`src/rtl/systolic_result_writer.sv`:
```
// Purpose: drains a captured 8x8 result tile to memory as 4-word row-half writes with per-lane masks.
// Latency: first write one cycle after start; full tile = 16 writes, done pulse the cycle after the last accept.
// Backpressure: write request and payload hold stable while mem_ready is low; each stall cycle adds one cycle.
module systolic_result_writer #(
    parameter int N          = 8,
    parameter int LANES      = 4,
    parameter int DATA_WIDTH = 16,
    parameter int ADDR_WIDTH = 32,
    parameter int DIM_WIDTH  = 16
) (
    input  logic                                    clock,
    input  logic                                    reset,
    input  logic                                    start,
    input  logic [ADDR_WIDTH-1:0]                   base_C,
    input  logic [DIM_WIDTH-1:0]                    dim_col_C,
    input  logic [3:0]                              rows_valid,
    input  logic [3:0]                              cols_valid,
    input  logic [N-1:0][N-1:0][DATA_WIDTH-1:0]     Out,
    input  logic                                    mem_ready,
    output logic                                    write,
    output logic [ADDR_WIDTH-1:0]                   write_addr,
    output logic [LANES-1:0][DATA_WIDTH-1:0]        writedata,
    output logic [LANES-1:0]                        write_mask,
    output logic                                    busy,
    output logic                                    done
);

    typedef enum logic [1:0] {IDLE, WRITE, DONE} state_t;
    typedef logic [N-1:0][N-1:0][DATA_WIDTH-1:0] tile_t;
    typedef logic [LANES-1:0][DATA_WIDTH-1:0]    lanes_t;

    // Lane l of a row-half carries column half*LANES+l of the selected row.
    function automatic lanes_t pick_lanes(input tile_t t, input logic [2:0] row, input logic half);
        lanes_t     v;
        logic [2:0] col;
        for (int l = 0; l < LANES; l++) begin
            col  = 3'(int'(half) * LANES + l);
            v[l] = t[row][col];
        end
        return v;
    endfunction

    // A lane is enabled only while its column lies inside the valid column count.
    function automatic logic [LANES-1:0] lane_mask(input logic [3:0] cols, input logic half);
        logic [LANES-1:0] m;
        for (int l = 0; l < LANES; l++) begin
            m[l] = (4'(int'(half) * LANES + l) < cols);
        end
        return m;
    endfunction

    // Control and datapath state.
    state_t                  state_q;
    tile_t                   tile_q;
    logic [3:0]              row_q;
    logic                    half_q;
    logic [ADDR_WIDTH-1:0]   row_addr_q;
    logic [DIM_WIDTH-1:0]    dim_q;
    logic [3:0]              rows_q;
    logic [3:0]              cols_q;

    // Registered outputs.
    logic                    write_q;
    logic [ADDR_WIDTH-1:0]   addr_q;
    lanes_t                  data_q;
    logic [LANES-1:0]        mask_q;
    logic                    busy_q;
    logic                    done_q;

    // Next-position and next-payload helpers.
    logic [3:0]              rows_clamp_d;
    logic [3:0]              cols_clamp_d;
    logic [3:0]              nxt_row_d;
    logic                    nxt_half_d;
    logic [ADDR_WIDTH-1:0]   nxt_row_addr_d;
    logic [ADDR_WIDTH-1:0]   nxt_addr_d;
    logic                    last_d;
    lanes_t                  nxt_lanes_d;
    logic [LANES-1:0]        nxt_mask_d;
    lanes_t                  first_lanes_d;
    logic [LANES-1:0]        first_mask_d;
    logic                    accept_start;

    assign accept_start = (state_q == IDLE) && start;

    // Compute the position after the current write is accepted, plus the payload for that position.
    always_comb begin
        rows_clamp_d   = (rows_valid > 4'(N)) ? 4'(N) : rows_valid;
        cols_clamp_d   = (cols_valid > 4'(N)) ? 4'(N) : cols_valid;
        nxt_half_d     = 1'b0;
        nxt_row_d      = row_q;
        nxt_row_addr_d = row_addr_q;
        if (!half_q && (cols_q > 4'(LANES))) begin
            nxt_half_d = 1'b1;
        end else begin
            nxt_row_d      = row_q + 4'd1;
            // Row addressing accumulates the stride; wraps naturally at ADDR_WIDTH.
            nxt_row_addr_d = row_addr_q + ADDR_WIDTH'(dim_q);
        end
        last_d        = (nxt_row_d == rows_q);
        nxt_addr_d    = nxt_row_addr_d + (nxt_half_d ? ADDR_WIDTH'(LANES) : '0);
        nxt_lanes_d   = pick_lanes(tile_q, nxt_row_d[2:0], nxt_half_d);
        nxt_mask_d    = lane_mask(cols_q, nxt_half_d);
        // The first write is built straight from the inputs since the buffer loads on the same edge.
        first_lanes_d = pick_lanes(Out, 3'd0, 1'b0);
        first_mask_d  = lane_mask(cols_clamp_d, 1'b0);
    end

    // Tile snapshot on an accepted start; deliberately not cleared by reset.
    always_ff @(posedge clock) begin
        if (!reset && accept_start) begin
            tile_q <= Out;
        end
    end

    // Sequencer: IDLE -> WRITE (row-half walk) -> DONE, with all outputs registered.
    always_ff @(posedge clock) begin
        if (reset) begin
            state_q    <= IDLE;
            write_q    <= 1'b0;
            addr_q     <= '0;
            data_q     <= '0;
            mask_q     <= '0;
            busy_q     <= 1'b0;
            done_q     <= 1'b0;
            row_q      <= '0;
            half_q     <= 1'b0;
            row_addr_q <= '0;
            dim_q      <= '0;
            rows_q     <= '0;
            cols_q     <= '0;
        end else begin
            case (state_q)
                IDLE: begin
                    if (start) begin
                        dim_q      <= dim_col_C;
                        rows_q     <= rows_clamp_d;
                        cols_q     <= cols_clamp_d;
                        row_q      <= '0;
                        half_q     <= 1'b0;
                        row_addr_q <= base_C;
                        busy_q     <= 1'b1;
                        if ((rows_clamp_d == 4'd0) || (cols_clamp_d == 4'd0)) begin
                            state_q <= DONE;
                            done_q  <= 1'b1;
                        end else begin
                            state_q <= WRITE;
                            write_q <= 1'b1;
                            addr_q  <= base_C;
                            data_q  <= first_lanes_d;
                            mask_q  <= first_mask_d;
                        end
                    end
                end
                WRITE: begin
                    if (write_q && mem_ready) begin
                        row_q      <= nxt_row_d;
                        half_q     <= nxt_half_d;
                        row_addr_q <= nxt_row_addr_d;
                        if (last_d) begin
                            state_q <= DONE;
                            write_q <= 1'b0;
                            mask_q  <= '0;
                            done_q  <= 1'b1;
                        end else begin
                            addr_q  <= nxt_addr_d;
                            data_q  <= nxt_lanes_d;
                            mask_q  <= nxt_mask_d;
                        end
                    end
                end
                DONE: begin
                    state_q <= IDLE;
                    done_q  <= 1'b0;
                    busy_q  <= 1'b0;
                end
                default: begin
                    state_q <= IDLE;
                    write_q <= 1'b0;
                    mask_q  <= '0;
                    busy_q  <= 1'b0;
                    done_q  <= 1'b0;
                end
            endcase
        end
    end

    assign write      = write_q;
    assign write_addr = addr_q;
    assign writedata  = data_q;
    assign write_mask = mask_q;
    assign busy       = busy_q;
    assign done       = done_q;

endmodule

```
`config.mk`:
```
export PLATFORM = sky130hd
export DESIGN_NAME = systolic_result_writer
export DESIGN_NICKNAME = d
export VERILOG_FILES = /design/src/rtl/systolic_result_writer.sv
export SDC_FILE = /design/constraint.sdc
export NUM_CORES = 2
export LEC_CHECK = 0
export ABC_AREA = 1
export CORE_AREA = 2 2 465 467
export CTS_BUF_LIST = sky130_fd_sc_hd__clkbuf_4 sky130_fd_sc_hd__clkbuf_8
export DETAILED_ROUTE_END_ITERATION = 10
export DIE_AREA = 0 0 467 469
export GPL_ROUTABILITY_DRIVEN = 0
export SETUP_SLACK_MARGIN = 0.1
export SYNTH_ARGS = -nofsm -noshare
export SYNTH_HDL_FRONTEND = slang
export SYNTH_SLANG_ARGS = --single-unit
```
`constraint.sdc`:
```
create_clock -name clock -period 78.1 [get_ports clock]
set_clock_uncertainty 0.15 [all_clocks]
set_input_delay 15.62 -clock clock [delete_from_list [all_inputs] [get_ports clock]]
set_output_delay 15.62 -clock clock [all_outputs]
set_load 0.005 [all_outputs]
```
==> results.sh <==
export IMPL_run_status="finished clean"
export IMPL_pre_cts_slack_ns=56.27
export IMPL_avgSynthCellArea_um2=11.2
export IMPL_fin_util_pct=32.5
export IMPL_synth_seq_area_share_pct=68.0
export IMPL_mappedNetlistNets=5573
export IMPL_achievable_frequency_mhz=48.0
export IMPL_clkLatencyLatePin_ns=0.99
export IMPL_unrepaired_setup_endpoints_after_global_routing="no"
export IMPL_p_leak_nw=24.0
export IMPL_hold_path_startpoint="half_q"
export IMPL_port_buffer_count=1186
export IMPL_crit_reg2reg_capture="tile_q[794]"
export IMPL_area_growth_pct=38.7
export IMPL_length_in_cells_of_the_worst_reg_to_reg_path=12
export IMPL_startpoint_type="input port"
export IMPL_timing_hold_worst_path_depth=2
export IMPL_route_detailed_drc=0
export IMPL_tritoncts="done"
export IMPL_layout_min_cycle_time_ns=20.85
export IMPL_design_area_um2=69500
export IMPL_fp_dieW_um=467
export IMPL_post_cts_resize_count=0
export IMPL_grt_pass1_wl_um=298000
export IMPL_route_detailed_vias_per_inst=4.76
export IMPL_timing_hold_worst_endpoint="half_q"
export IMPL_worst_hold_slack_ns=0.310
export IMPL_path_clk_slew_ns=0.06
export IMPL_post_cts_hold_buffer_count=0
export IMPL_total_via_count_after_detailed_routing=41300
export IMPL_cp_arrival_ns=21.28
export IMPL_cts_root_buffer="sky130_fd_sc_hd__clkbuf_8"
export IMPL_max_vdd_ir_drop_mv=0.0166
export IMPL_grt_start_max_net_pins=175
export IMPL_powerDensity_nw_per_um2=25.5
export IMPL_cts_buffers=208
export IMPL_route_detailed_wl_per_inst_um=25.4
export IMPL_fp_dieH_um=469
export IMPL_min_period_over_period_pct=26.7
export IMPL_post_cts_setup_buffers=0
export IMPL_edff_count_synth=1024
export IMPL_final_antenna_net_count=0
export IMPL_critical_path_peak_fanout=74
export IMPL_die_area_um2=219000
export IMPL_post_synthesis_sequential_element_count=1190
export IMPL_drv_cap=0
export IMPL_netlist_area_leader_share_pct=61.4
export IMPL_relSlewSlack_pct=26.0
export IMPL_worst_setup_path_type="in2reg"
export IMPL_post_synth_main_area_contributors="sky130_fd_sc_hd__edfxtp_1 (61%), sky130_fd_sc_hd__o21ai_0 (6.6%), sky130_fd_sc_hd__dfxtp_1 (6.6%), sky130_fd_sc_hd__a21oi_1 (6.5%), sky130_fd_sc_hd__o211ai_1 (4.1%)"
export IMPL_syn_inst=4468
export IMPL_initial_core_util_pct=23.4
export IMPL_cts_htree_levels=4
export IMPL_yosysWarningCount=0
export IMPL_hold_viol_final=0
export IMPL_required_ns=78.52
export IMPL_synth_ff_type="sky130_fd_sc_hd__edfxtp_1"
export IMPL_report_final_setup_viol=0
export IMPL_timing_setup_tns_ns=0
export IMPL_first_pass_iteration_count_of_the_detailed_router=6
export IMPL_yosysUniqueCellTypes=48
export IMPL_setup_worst_path_end_class="flip-flop"
export IMPL_core_area_um2=214000
export IMPL_clkSinkCount=1190
export IMPL_post_synth_instance_area_um2=50100
export IMPL_dp_final_hpwl_um=162000
export IMPL_num_rows=170
export IMPL_postSynth_asyncResetShare_pct=0
export IMPL_synth_area_leader_cell="sky130_fd_sc_hd__edfxtp_1"
export IMPL_fin_nets=6718
export IMPL_r2r_start="state_q[1]"
export IMPL_top_level_ports=1187
export IMPL_ctsLongestPathBuffers=3
export IMPL_final_critical_path_setup_slack_ns=57.25
export IMPL_synth_commonest_cells="sky130_fd_sc_hd__edfxtp_1 (1,024), sky130_fd_sc_hd__o21ai_0 (665), sky130_fd_sc_hd__a21oi_1 (653), sky130_fd_sc_hd__inv_1 (421), sky130_fd_sc_hd__nand2_1 (335)"
export IMPL_post_route_cells_drive_above_1_share_pct=7.53
export IMPL_grt_antenna_before_repair=113
export IMPL_global_route_overflow_total=0
export IMPL_routed_wire_length_um=221000
export IMPL_synth_most_common_cell="sky130_fd_sc_hd__edfxtp_1"
export IMPL_grt_pass1_vias=39800
export IMPL_timing_worst_slew_pin_value_ns=1.11
export IMPL_drt_initial_drc_count=4789
export IMPL_gr_util_all_layers_pct=19.2
export IMPL_placed_cell_area_um2=64800
export IMPL_drv_slew=0
export IMPL_setup_reg_to_reg_worst_slack_ns=71.58
export IMPL_timing_hold_worst_class="reg2reg"
==> critical path: stages <==
cell and delay (ns):
sky130_fd_sc_hd__clkdlybuf4s50_1 0.45, sky130_fd_sc_hd__inv_1 0.05, sky130_fd_sc_hd__nor2_1 0.09, sky130_fd_sc_hd__buf_4 0.19, sky130_fd_sc_hd__inv_1 0.05, sky130_fd_sc_hd__buf_4 0.23
sky130_fd_sc_hd__nor2_4 0.45, sky130_fd_sc_hd__buf_4 0.88, sky130_fd_sc_hd__buf_4 0.87, sky130_fd_sc_hd__buf_4 0.63, sky130_fd_sc_hd__buf_4 0.71, sky130_fd_sc_hd__buf_4 0.83
==> cell families (layout without fill, tap and decap cells) <==
group | count (synthesis) | count (layout) | synth area share (%)
muxes | 1 | 1 | 0.0225
buffers and inverters | 745 | 2071 | 5.82
other | 0 | 53 | 0
and+or+nand+nor | 825 | 825 | 7.16
DFF | 1190 | 1190 | 68.0
AOI/OAI and AO/OA | 1679 | 1679 | 18.3
xor gates and xnor gates | 7 | 7 | 0.122
adders and majority gates | 21 | 21 | 0.540
==> layer usage <==
| layer | up-vias | global-route usage (%) | routed length, µm |
|---|---|---|---|
| met5 | - | 0 | 307 |
| met4 | 48 | 9.08 | 9870 |
| met3 | 456 | 5.13 | 19600 |
| met2 | 2266 | 30.5 | 102000 |
| met1 | 19900 | 24.1 | 88700 |
| li1 | 18700 | - | - |
==> layout make-up <==
cell class | count | area [µm²]
antenna | 53 | 133
clock buffer | 261 | 3320
clock inverter | 130 | 1210
fill | 21400 | 144000
inverter | 426 | 1620
multi-input combinational | 2533 | 13200
sequential | 1190 | 34100
tap | 2838 | 3550
timing repair buffer | 1254 | 12400
==> flip-flops by register name (all words and copies together) (netlist names) <==
| name | flops |
|---|---|
| busy | 1 |
| cols_q | 4 |
| dim_q | 16 |
| done | 1 |
| half_q | 1 |
| row_addr_q | 32 |
| row_q | 4 |
| rows_q | 4 |
| state_q | 2 |
| tile_q | 1024 |
| write | 1 |
| write_addr | 32 |
| write_mask | 4 |
| writedata | 64 |
==> cell usage in the layout, fill, tap and decap left out, types with 4 or more instances in the layout <==
cell type                         instances
sky130_fd_sc_hd__clkdlybuf4s50_1       1186
sky130_fd_sc_hd__edfxtp_1              1024
sky130_fd_sc_hd__o21ai_0                663
sky130_fd_sc_hd__a21oi_1                653
sky130_fd_sc_hd__inv_1                  419
sky130_fd_sc_hd__nand2_1                335
sky130_fd_sc_hd__nand3_1                279
sky130_fd_sc_hd__o211ai_1               273
sky130_fd_sc_hd__clkbuf_8               217
sky130_fd_sc_hd__dfxtp_1                166
sky130_fd_sc_hd__nor2_1                 150
sky130_fd_sc_hd__buf_4                   66
sky130_fd_sc_hd__o21ai_1                 59
sky130_fd_sc_hd__diode_2                 53
sky130_fd_sc_hd__clkinv_1                51
sky130_fd_sc_hd__clkbuf_4                44
sky130_fd_sc_hd__clkinv_2                42
sky130_fd_sc_hd__nor3_1                  20
sky130_fd_sc_hd__ha_1                    20
sky130_fd_sc_hd__nand4_1                 18
sky130_fd_sc_hd__bufinv_16               17
sky130_fd_sc_hd__a31oi_1                 11
sky130_fd_sc_hd__or2_2                    5
sky130_fd_sc_hd__nand3b_1                 5
sky130_fd_sc_hd__o21bai_1                 5
sky130_fd_sc_hd__clkinvlp_4               5
sky130_fd_sc_hd__xor2_1                   4
sky130_fd_sc_hd__a211oi_1                 4
sky130_fd_sc_hd__inv_12                   4
==> worst max path at each step <==
stage | to | depth (start not counted) | start | slack (ns)
floorplan | tile_q[0] | 6 | start | 16.81
global placement | tile_q[794] | 12 | start | 56.33
detailed placement | tile_q[794] | 12 | start | 56.27
CTS | tile_q[794] | 12 | start | 57.33
global route | tile_q[794] | 12 | start | 56.91
finish | tile_q[794] | 12 | start | 57.25
==> through the flow <==
step                      std cells  total power [W]
final                          8685          0.00177
after detailed placement       8241          0.00115
after floorplan                4468          0.00103
after global routing           8670          0.00184
after CTS                      8632          0.00178
after global placement         8241          0.00115
==> power breakdown <==
part           switching, W  total, W  internal [W]  leakage [nW]
Sequential        0.0000250  0.000779      0.000754          10.8
Clock              0.000290  0.000631      0.000341          2.36
Combinational      0.000226  0.000360      0.000135          10.7
Total              0.000540   0.00177       0.00123          24.0
(Power assumes the default switching activity.)
